--- src/rtl/atto_pe_injector.sv ---
// PE-side injector: buffers PE send requests in a small FIFO and launches each
// one to the router as a 48-bit flit, signalled by inverting a two-wire event pair.
module atto_pe_injector #(
    parameter int DEPTH      = 4,
    parameter int TIMEOUT    = 255,
    parameter int GAP_CYCLES = 1
) (
    input  logic        clka,
    input  logic        rsta,
    input  logic        req_valid,
    output logic        req_ready,
    input  logic [3:0]  req_dest_x,
    input  logic [3:0]  req_dest_y,
    input  logic [39:0] req_payload,
    output logic [47:0] pe_channel_dout,
    output logic [1:0]  pe_diff_pair_dout,
    input  logic        r2pe_ack_din,
    output logic        busy,
    output logic        timeout_err,
    input  logic        err_clear,
    output logic [15:0] flit_count
);

    localparam int AW = $clog2(DEPTH);
    localparam int CW = AW + 1;
    localparam int WW = $clog2(TIMEOUT + 1);
    localparam int GW = (GAP_CYCLES < 2) ? 1 : $clog2(GAP_CYCLES + 1);

    localparam logic [CW-1:0] FULL_COUNT = CW'(DEPTH);
    localparam logic [WW-1:0] WAIT_MAX   = WW'(TIMEOUT);
    localparam logic [WW-1:0] WAIT_LAST  = WW'(TIMEOUT - 1);
    localparam logic [GW-1:0] GAP_LOAD   = GW'(GAP_CYCLES);

    typedef enum logic [1:0] {IDLE, WAIT_ACK, GAP} state_t;

    logic [47:0]   mem [DEPTH];
    logic [AW-1:0] wr_ptr_reg;
    logic [AW-1:0] rd_ptr_reg;
    logic [CW-1:0] count_reg;
    state_t        state_reg;
    logic [WW-1:0] wait_cnt_reg;
    logic [GW-1:0] gap_cnt_reg;

    logic        push;
    logic        pop;
    logic        set_err;
    logic [47:0] head;

    assign req_ready = (count_reg != FULL_COUNT);
    assign push      = req_valid & req_ready;
    assign pop       = (state_reg == IDLE) && (count_reg != '0);
    assign head      = mem[rd_ptr_reg];
    assign set_err   = (state_reg == WAIT_ACK) && (wait_cnt_reg == WAIT_LAST);
    assign busy      = (count_reg != '0) | (state_reg != IDLE);

    // Storage carries no reset; the pointers and count define what is valid.
    always_ff @(posedge clka) begin
        if (push) begin
            mem[wr_ptr_reg] <= {req_dest_x, req_dest_y, req_payload};
        end
    end

    always_ff @(posedge clka or negedge rsta) begin
        if (!rsta) begin
            wr_ptr_reg <= '0;
            rd_ptr_reg <= '0;
            count_reg  <= '0;
        end else begin
            if (push) begin
                wr_ptr_reg <= wr_ptr_reg + 1'b1;
            end
            if (pop) begin
                rd_ptr_reg <= rd_ptr_reg + 1'b1;
            end
            case ({push, pop})
                2'b10:   count_reg <= count_reg + 1'b1;
                2'b01:   count_reg <= count_reg - 1'b1;
                default: count_reg <= count_reg;
            endcase
        end
    end

    always_ff @(posedge clka or negedge rsta) begin
        if (!rsta) begin
            state_reg         <= IDLE;
            pe_channel_dout   <= '0;
            pe_diff_pair_dout <= 2'b10;
            wait_cnt_reg      <= '0;
            gap_cnt_reg       <= '0;
            timeout_err       <= 1'b0;
            flit_count        <= '0;
        end else begin
            if (set_err) begin
                timeout_err <= 1'b1;
            end else if (err_clear) begin
                timeout_err <= 1'b0;
            end
            case (state_reg)
                IDLE: begin
                    if (pop) begin
                        pe_channel_dout   <= head;
                        pe_diff_pair_dout <= ~pe_diff_pair_dout;
                        wait_cnt_reg      <= '0;
                        state_reg         <= WAIT_ACK;
                    end
                end
                WAIT_ACK: begin
                    if (wait_cnt_reg != WAIT_MAX) begin
                        wait_cnt_reg <= wait_cnt_reg + 1'b1;
                    end
                    // No relaunch after a timeout: re-toggling would duplicate the flit.
                    if (r2pe_ack_din) begin
                        flit_count <= flit_count + 16'd1;
                        if (GAP_CYCLES > 0) begin
                            gap_cnt_reg <= GAP_LOAD;
                            state_reg   <= GAP;
                        end else begin
                            state_reg <= IDLE;
                        end
                    end
                end
                GAP: begin
                    gap_cnt_reg <= gap_cnt_reg - 1'b1;
                    if (gap_cnt_reg == GW'(1)) begin
                        state_reg <= IDLE;
                    end
                end
                default: state_reg <= IDLE;
            endcase
        end
    end

endmodule

--- config.mk ---
export PLATFORM = sky130hd
export DESIGN_NAME = atto_pe_injector
export DESIGN_NICKNAME = d
export VERILOG_FILES = /design/src/rtl/atto_pe_injector.sv
export SDC_FILE = /design/constraint.sdc
export NUM_CORES = 1
export LEC_CHECK = 0
export BUFFER_PORTS_ARGS = -buffer_cell sky130_fd_sc_hd__buf_4
export CORE_MARGIN = 5
export CORE_UTILIZATION = 55
export CTS_BUF_LIST = sky130_fd_sc_hd__clkbuf_2 sky130_fd_sc_hd__clkbuf_4 sky130_fd_sc_hd__clkbuf_8
export CTS_CLUSTER_DIAMETER = 40
export DETAILED_ROUTE_END_ITERATION = 10
export GPL_TIMING_DRIVEN = 0
export PLACE_DENSITY_LB_ADDON = 0.08
export SETUP_SLACK_MARGIN = 0.4
export SKIP_CTS_REPAIR_TIMING = 1
export SLEW_MARGIN = 15
export SYNTH_ARGS = -nofsm -noshare
export SYNTH_HDL_FRONTEND = slang
export SYNTH_SLANG_ARGS = --single-unit
--- constraint.sdc ---
create_clock -name clka -period 4.35 [get_ports clka]
set_input_delay 0.2175 -clock clka [delete_from_list [all_inputs] [get_ports clka]]
set_output_delay 0.2175 -clock clka [all_outputs]
set_load 0.01 [all_outputs]
==> impl_metrics.toml, run 1 <==
[global_routing]
grt_remaining_overflow = 0
grtUsageTotal_pct = 19.03
grt_pass1_vias = 6327
grt_antenna_before_repair = 0
grt_pass1_wl_um = 32460
grt_max_degree = 86

[critical_path]
cp_max_fo = 10
crit_type = "flip-flop to flip-flop"
cp-end-kind = "flip-flop"
crit_required_ns = 4.82
crit_arrival_ns = 3.24
start_kind = "flip-flop"

[synth]
synthTopCellsByCount = "edfxtp_1, nand2_1, dfrtp_1"
yosys-top-cells-area = "edfxtp_1, dfrtp_1, mux4_2"
synth_top_area_share_pct = 54.92
yosysTopAreaCell = "edfxtp_1"
synth_nets = 685
ys.warnings.count = 0
synth_edf_count = 192
syn_area_per_cell_um2 = 16.85
synth.most_common_cell = "edfxtp_1"
ys_ff_latch = 277
netlist_area_um2 = 10500
async_flop_share_pct = 30.69
ys_seq_area_share_pct = 75.19
synth_cells = 623
synth_flop_cell = "edfxtp_1"
yosys.cell_types.count = 41

[power]
clkPwrFrac_pct = 26.3
netSwitchingPower_mw = 2.852
leakagePower_nw = 5.369
seqPwrFrac_pct = 42.4
power_density_nw_per_um2 = 682.9
power.share.switching_pct = 31.28
p_int_mw = 6.264
ir_drop_mv = 0.4152
comb_power_share_pct = 31.3

[clock_tree]
cts_sinks = 277
cts_buffers = 47
cts-root-buf = "clkbuf_8"
clkSlewWorstSetupHoldPaths_ns = 0.06
clock_latency_ns = 0.55
h-tree-depth = 2
clockBufferDepth = 3
cts_tree = "built"

[routing]
firstDrtPassIters = 4
drc_errors = 0
via_count = 6035
wirelength_um = 20960
viasPerCell = 5.388
antenna_left = 0
wire_per_inst_um = 18.71
first_iter_violations = 311

[floorplan]
coreArea_um2 = 18770
ioPinCount = 122
die_h_um = 148.2
num_rows = 50
start_util_pct = 55.94
fp.dieW_um = 148.2
die-area_um2 = 21950

[sta]
hold_viol = 0
min_period_over_period_pct = 63.80
slew_headroom_pct = 44.47
setup_tns_ns = 0
clock_skew_ns = 0.01822
final.min_clock_period_ns = 2.775
setup_violations = 0
max_freq_mhz = 360.3
slew_viol_final = 0
rsz0062_at_grt = "no"
worstMarginPinSlew_ns = 0.8329

[finish]
fill_cells = 1245
top_register = "mem"
drive_gt1_share_pct = 32.05
top_regs = "mem: 192 flops, pe_channel_dout: 48 flops, flit_count: 16 flops"
stdcell_count = 1120
fin_util_pct = 71.13
largest_register_ffs = 192
diodes = 0
fin_nets = 910
area_growth_pct = 27.15
multi_input_area_um2 = 2479
regArea_um2 = 7894

[place]
dp_hpwl_um = 12390
place_inst = 982
place.port_buffers = 121
routabilityCongestion = 0.7840

[outcome]
status = "finished clean"

[hold_path]
min_path_type = "input port to flip-flop"

[run]
maxCapViolations = 0
-- kinds of logic after synthesis --
kind of cell,synth area share (%)
simple gates,8.438
fa+ha+maj,1.144
compound gates,1.228
flops,75.19
xor+xnor,2.002
buf+inv,1.394
mux,10.61
-- final timing paths --
path	slack, ns	start	end	cells past startpoint
min in group asynchronous	0.33	rsta	wait_cnt_reg[3]$_DFFE_PN0P_	2
worst min register to register	0.47	flit_count[15]$_DFFE_PN0P_	flit_count[15]$_DFFE_PN0P_	1
max in group asynchronous	3.46	rsta	flit_count[9]$_DFFE_PN0P_	2
worst max-delay path	1.57	state_reg[0]$_DFFE_PN0P_	count_reg[2]$_DFFE_PN0P_	12
worst min-delay path	0.10	req_valid	wr_ptr_reg[0]$_DFFE_PN0P_	3
worst max register to register	1.57	state_reg[0]$_DFFE_PN0P_	count_reg[2]$_DFFE_PN0P_	12
-- worst max-delay path: stages (launching register included) --
cell	delay, ns
dfrtp_1	0.37
buf_2	0.17
nor2_1	0.13
nand2b_1	0.06
buf_2	0.23
inv_2	0.16
clkbuf_1	0.43
ha_1	0.28
inv_1	0.06
fa_1	0.37
xor2_1	0.15
nor2_1	0.14
xor2_1	0.15
-- layer usage --
metal	track usage [%]	part of all wire, %
met1	23.91	40
met3	4.814	6.8
met2	32.38	51
met5	0	0
met4	6.975	2.3
-- cell type report --
| type | count | area share [%] |
|---|---|---|
| flip-flops and latches | 277 | 59.13 |
| multi-input cells | 311 | 18.57 |
| repair buffers | 176 | 11.48 |
| clock buffers | 70 | 6.467 |
| well taps | 234 | 2.193 |
| clock inverters | 17 | 1.059 |
| plain buffers | 24 | 0.7873 |
| inverters | 11 | 0.3093 |
-- power groups by stage --
stage	clock network (mW)	registers, mW	logic [mW]
global placement	0	3.92	2.72
floorplan	0	3.97	1.66
detailed placement	0	3.92	2.87
CTS	2.46	3.87	2.89
finish	2.40	3.87	2.85
global route	2.60	3.93	3.16
-- metrics by stage --
step | instance area, um^2 | worst slack (ns) | hold WS, ns | power, mW
after global routing | 13350 | 1.362 | 0.1165 | 9.690
after detailed placement | 11830 | 1.554 | 0.4163 | 6.791
after CTS | 12830 | 1.538 | -0.1711 | 9.219
final | 13350 | 1.575 | 0.1008 | 9.115
after floorplan | 10500 | 2.063 | -0.07809 | 5.633
after global placement | 11700 | 1.109 | 0.4109 | 6.636
-- cells in the final DEF, fill, tap and decap left out, drive strengths merged, types with 3 or more instances in the layout --
master | Yosys | layout
nand3 | 9 | 9
dlygate4sd3 | 0 | 51
nor2 | 11 | 11
clkbuf | 12 | 82
nand2 | 160 | 160
buf | 12 | 137
dfrtp | 84 | 84
xnor2 | 16 | 16
edfxtp | 192 | 192
o21ai | 9 | 9
clkinvlp | 0 | 3
clkinv | 0 | 11
mux4 | 48 | 48
ha | 8 | 8
inv | 11 | 12
and3 | 6 | 6
nand4 | 6 | 6
xor2 | 8 | 8
a21oi | 6 | 6
(Power assumes the default switching activity.)
==> run 2: changes to the inputs <==
--- a/config.mk
+++ b/config.mk
@@ -5,6 +5,7 @@
 export SDC_FILE = /design/constraint.sdc
 export NUM_CORES = 1
 export LEC_CHECK = 0
+export ABC_AREA = 1
 export BUFFER_PORTS_ARGS = -buffer_cell sky130_fd_sc_hd__buf_4
 export CORE_MARGIN = 5
 export CORE_UTILIZATION = 55
==> constraint.sdc (replaced) <==
create_clock -name clka -period 2.64 [get_ports clka]
set_input_delay 0.132 -clock clka [delete_from_list [all_inputs] [get_ports clka]]
set_output_delay 0.132 -clock clka [all_outputs]
set_load 0.01 [all_outputs]
==> run 2 against run 1 <==
Compared with the run above: count of clock-buffer cells in the layout shrank 6; synthesized cell count increased by 54%; sequential power up 64%; global-route usage is 1.6 points higher; core utilization decreased by 0.90 points; largest cell class unchanged; maximum frequency rose by 32%; critical path type unchanged; final area rose by 5.8%; largest power group unchanged; critical path depth shrank 2; wire length is 19% higher.
==> impl_metrics.toml, run 2 <==
[outcome]
status = "finished clean"

[hold_path]
hold_path_depth = 3
min_path_type = "input port to flip-flop"

[power]
netSwitchingPower_mw = 5.727
power_density_nw_per_um2 = 1134
p_int_mw = 10.28
total_power_mw = 16.01
ir_drop_mv = 0.5694
seqPwrFrac_pct = 39.8
comb_power_share_pct = 37.2
power.share.switching_pct = 35.77
leakagePower_nw = 5.658
clkPwrFrac_pct = 23.1

[critical_path]
path_buf_inv = 3
slowest_delay_ns = 0.45
cp.depth = 10
crit_arrival_ns = 2.51
start_kind = "flip-flop"
slowest_stage = "dfrtp_2"
crit_required_ns = 3.05
reg2reg_depth = 10
cp_cell_sequence = "nor2_4 > nand2_4 > inv_6 > buf_6 > ha_1 > inv_1 > fa_1 > a21oi_1 > o21ai_0 > xor2_1"
crit_type = "flip-flop to flip-flop"
cp-end-kind = "flip-flop"
crit_family = "adder cells"
cp_max_fo = 10

[place]
place.port_buffers = 121
dp_hpwl_um = 15340
routabilityCongestion = 0.7797

[clock_tree]
clkSlewWorstSetupHoldPaths_ns = 0.06
cts_sinks = 277
clock_latency_ns = 0.55
h-tree-depth = 2
clockBufferDepth = 3
cts_tree = "built"
cts-root-buf = "clkbuf_8"
cts_buffers = 46

[synth]
yosysTopAreaCell = "edfxtp_1"
yosys-top-cells-area = "edfxtp_1, dfrtp_1, nor2_1"
ys_seq_area_share_pct = 70.85
ys.warnings.count = 0
async_flop_share_pct = 30.69
synth.most_common_cell = "nor2_1"
synth_top_area_share_pct = 51.75
synth_flop_cell = "edfxtp_1"
netlist_area_um2 = 11140
ys_ff_latch = 277
syn_area_per_cell_um2 = 11.59
yosys.cell_types.count = 36
synthTopCellsByCount = "nor2_1, edfxtp_1, o21ai_0"
synth_nets = 1023
synth_edf_count = 192
synth_cells = 961

[sta]
final.min_clock_period_ns = 2.098
slew_headroom_pct = 43.41
setup_violations = 0
worstMarginPinSlew_ns = 0.8489
setup_tns_ns = 0
min_period_over_period_pct = 79.47
max_freq_mhz = 476.6
rsz0062_at_grt = "no"
slew_viol_final = 0
clock_skew_ns = 0.01894
hold_viol = 0

[floorplan]
die_h_um = 152.3
fp.dieW_um = 152.3
start_util_pct = 55.42
num_rows = 52
ioPinCount = 122
coreArea_um2 = 20100
die-area_um2 = 23200

[routing]
wirelength_um = 24880
firstDrtPassIters = 4
antenna_left = 0
drc_errors = 0
via_count = 7599
viasPerCell = 5.063
wire_per_inst_um = 16.57
first_iter_violations = 364

[finish]
fin_nets = 1256
final_common_cell = "nor2_1"
top_regs = "mem: 192 flops, pe_channel_dout: 48 flops, flit_count: 16 flops"
top_register = "mem"
drive_gt1_share_pct = 22.18
diodes = 0
final_cell_mix = "nor2_1, edfxtp_1, buf_4"
area_growth_pct = 26.71
largest_register_ffs = 192

[global_routing]
grt_antenna_before_repair = 0
grt_max_degree = 86
grt_remaining_overflow = 0
grtUsageTotal_pct = 20.65
grt_pass1_vias = 7318
grt_pass1_wl_um = 38450

[run]
maxCapViolations = 0
-- run 2: cell count changes in the layout (fill, tap and decap cells not counted), sizes merged, moves of 12 or more --
cell   before  now
mux4       48    0
o21ai       9  105
xnor2      16    4
a21oi       6   50
nand2     160   70
nor2       11  319
buf       137  164
inv        12   38
-- run 2: metrics by stage --
| step | setup WS, ns | util, % | instances | instance area [um^2] | hold slack (ns) |
|---|---|---|---|---|---|
| final | 0.5420 | 70.23 | 1501 | 14120 | 0.008594 |
| after global routing | 0.4129 | 70.23 | 1501 | 14120 | 0.002433 |
| after CTS | 0.2851 | 67.43 | 1446 | 13560 | -0.2922 |
| after detailed placement | 0.2896 | 62.87 | 1361 | 12640 | 0.2874 |
| after global placement | -0.9707 | 61.67 | 1352 | 12400 | 0.3267 |
| after floorplan | 0.1283 | - | 961 | 11150 | -0.1636 |
-- run 2: final cells by class --
| class | count | area, um^2 |
|---|---|---|
| Tap cell | 270 | 337.8 |
| Timing Repair Buffer | 185 | 1670 |
| Inverter | 38 | 152.6 |
| Sequential cell | 277 | 7896 |
| Multi-Input combinational cell | 603 | 2820 |
| Buffer | 43 | 325.3 |
| Fill cell | 1480 | 5986 |
| Clock inverter | 21 | 122.6 |
| Clock buffer | 64 | 793.3 |
-- run 2: worst reg2reg max path: stages (launching register included) --
cell	delay, ns
dfrtp_2	0.45
nor2_4	0.15
nand2_4	0.11
inv_6	0.11
buf_6	0.16
ha_1	0.15
inv_1	0.06
fa_1	0.37
a21oi_1	0.15
o21ai_0	0.11
xor2_1	0.15
-- run 2: routing by layer --
layer  vias to the layer above  GRT usage, %  share of wire [%]
met5                         -             0                  0
met4                         0         6.378                2.2
met3                        55         4.345                5.6
met2                       201         34.08                 49
met1                      3616         27.91                 43
li1                       3727             -                  -
-- run 2: path summary, 6_finish.rpt --
check	to	start	slack [ns]
max	count_reg[2]$_DFFE_PN0P_	state_reg[1]$_DFFE_PN0P_	0.54
min	wr_ptr_reg[0]$_DFFE_PN0P_	req_valid	0.009
max reg2reg	count_reg[2]$_DFFE_PN0P_	state_reg[1]$_DFFE_PN0P_	0.54
min reg2reg	count_reg[0]$_DFFE_PN0P_	count_reg[0]$_DFFE_PN0P_	0.47
max in group asynchronous	state_reg[0]$_DFFE_PN0P_	rsta	1.79
min in group asynchronous	timeout_err$_DFFE_PN0P_	rsta	0.26
-- run 2: cells by family (layout without fill, tap and decap cells) --
family | count (synthesis) | in the layout | share of synthesized area (%)
AND/OR/NAND/NOR | 422 | 422 | 15.55
buffers and inverters | 81 | 351 | 4.267
adder cells (fa/ha/maj) | 9 | 9 | 1.078
flip-flops | 277 | 277 | 70.85
XOR/XNOR | 14 | 14 | 1.100
AO/OA/AOI/OAI | 158 | 158 | 7.153
-- run 2: power groups by stage --
stage	clock, mW	sequential [mW]	combinational [mW]
3_3_place_gp	0	6.46	5.50
4_1_cts	3.76	6.35	5.88
3_5_place_dp	0	6.43	5.86
6_report	3.69	6.36	5.95
5_1_grt	3.95	6.48	6.60
2_1_floorplan	0	6.53	3.41
==> run 3: changes to the inputs <==
==> constraint.sdc (replaced) <==
create_clock -name clka -period 1.9 [get_ports clka]
set_input_delay 0.095 -clock clka [delete_from_list [all_inputs] [get_ports clka]]
set_output_delay 0.095 -clock clka [all_outputs]
set_load 0.01 [all_outputs]
==> run 3 against run 2 <==
Compared with the run above: final area up 6.0%; hold slack better by 0.053 ns; first-iteration DRC count up 35%; sequential share of layout area down 3.2 points; largest cell class unchanged; power up 51%; critical path type unchanged.
==> impl_metrics.toml, run 3 (synthesis results as in run 2) <==
[outcome]
status = "finished clean"

[clock_tree]
clockBufferDepth = 3
h-tree-depth = 2
clock_latency_ns = 0.56
cts_tree = "built"
clkSlewWorstSetupHoldPaths_ns = 0.06
cts_buffers = 47
cts_sinks = 277
cts-root-buf = "clkbuf_8"

[critical_path]
crit_required_ns = 2.33
start_kind = "flip-flop"
rr_startpoint = "state_reg[1]$_DFFE_PN0P_"
reg2reg_slack_ns = 0.03
cp-end-kind = "flip-flop"
cp_max_fo = 7
crit_type = "flip-flop to flip-flop"
crit_arrival_ns = 2.30
critical_path.startpoint = "state_reg[1]$_DFFE_PN0P_"

[global_routing]
grt_pass1_wl_um = 38800
grt_pass1_vias = 7508
grtUsageTotal_pct = 20.73
grt_max_degree = 86
grt_remaining_overflow = 0
grt_antenna_before_repair = 0

[sta]
slew_viol_final = 0
hold_viol = 0
worstMarginPinSlew_ns = 0.8687
hold_ws_ns = 0.06197
final.min_clock_period_ns = 1.868
rsz0062_at_grt = "yes"
fin_ws_ns = 0.03204
setup_violations = 0
slew_headroom_pct = 42.09
min_period_over_period_pct = 98.31
clock_skew_ns = 0.02274
max_freq_mhz = 535.3

[power]
clkPwrFrac_pct = 23.1
power_density_nw_per_um2 = 1613
seqPwrFrac_pct = 36.7
power.share.switching_pct = 35.46
netSwitchingPower_mw = 8.560
comb_power_share_pct = 40.2
p_int_mw = 15.58
total_power_mw = 24.14
ir_drop_mv = 0.8000
leakagePower_nw = 6.057

[routing]
via_count = 8025
wirelength_um = 27880
wl_met3_um = 1776
wl_met2_um = 14010
wire_per_inst_um = 18.03
viasPerCell = 5.191
highest_layer = "met4"
first_iter_violations = 490
antenna_left = 0
drc_errors = 0
m1WireLength_um = 11580
firstDrtPassIters = 4

[floorplan]
die_h_um = 152.3
fp.dieW_um = 152.3
ioPinCount = 122
die-area_um2 = 23200
start_util_pct = 55.42
num_rows = 52
coreArea_um2 = 20100

[hold_path]
worstHoldStart = "req_valid"
min_path_type = "input port to flip-flop"

[finish]
largest_register_ffs = 192
top_register = "mem"
final_common_cell = "nor2_1"
fin_nets = 1300
fill_cells = 1392
final_cell_mix = "nor2_1, edfxtp_1, buf_4"
drive_gt1_share_pct = 27.66
top_regs = "mem: 192 flops, pe_channel_dout: 48 flops, flit_count: 16 flops"
diodes = 0
fin_util_pct = 74.42
area_growth_pct = 34.28

[place]
dp_hpwl_um = 15470
place.port_buffers = 121
dp_slack_ns = -0.2193
routabilityCongestion = 0.7731

[run]
maxCapViolations = 0
run 3: layout make-up:
cell class              instances  area (um^2)  share of cell area [%]
inverters                      38        157.7                   1.054
clock inverters                14        113.9                  0.7610
clock buffers                  73        879.6                   5.879
flip-flops and latches        277         7896                   52.78
multi-input cells             604         2914                   19.48
well taps                     270        337.8                   2.258
plain buffers                  43        360.3                   2.408
repair buffers                227         2302                   15.39
run 3: metrics by stage:
step | cells | setup TNS (ns) | area (um^2)
floorplan | 961 | 0 | 11220
global placement | 1352 | -88.19 | 12470
detailed placement | 1359 | -2.074 | 12640
CTS | 1446 | -2.277 | 13630
global route | 1546 | -0.02447 | 14960
finish | 1546 | 0 | 14960
run 3: power by group through the flow:
stage                     clock network, mW  registers, mW  logic [mW]
after detailed placement                  0           8.93        8.18
after global routing                   5.94           8.99        10.6
final                                  5.57           8.86        9.71
after global placement                    0           8.94        7.79
after CTS                              5.62           8.83        8.22
after floorplan                           0           9.07        4.86
run 3: final timing paths:
kind / depth (start not counted) / endpoint
worst min-delay path: 4 / count_reg[0]$_DFFE_PN0P_
max in group asynchronous: 2 / state_reg[1]$_DFFE_PN0P_
min in group asynchronous: 2 / wait_cnt_reg[2]$_DFFE_PN0P_
worst min register to register: 1 / pe_diff_pair_dout[0]$_DFFE_PN0P_
worst max-delay path: 10 / count_reg[2]$_DFFE_PN0P_
worst max register to register: 10 / count_reg[2]$_DFFE_PN0P_
run 3: critical path: stages (launching register included):
cell and delay [ns]:
dfrtp_2 0.43, nor2_4 0.16, nand2_4 0.12, clkinv_4 0.07
buf_12 0.10, ha_4 0.12, inv_4 0.03, fa_2 0.34
a21oi_2 0.12, o21ai_1 0.09, xor2_1 0.15
run 3: metal layers:
metal	up-vias	global-route usage, %
met4	0	6.849
met1	3879	26.83
met2	288	35.27
met3	44	4.345
met5	-	0
li1	3814	-
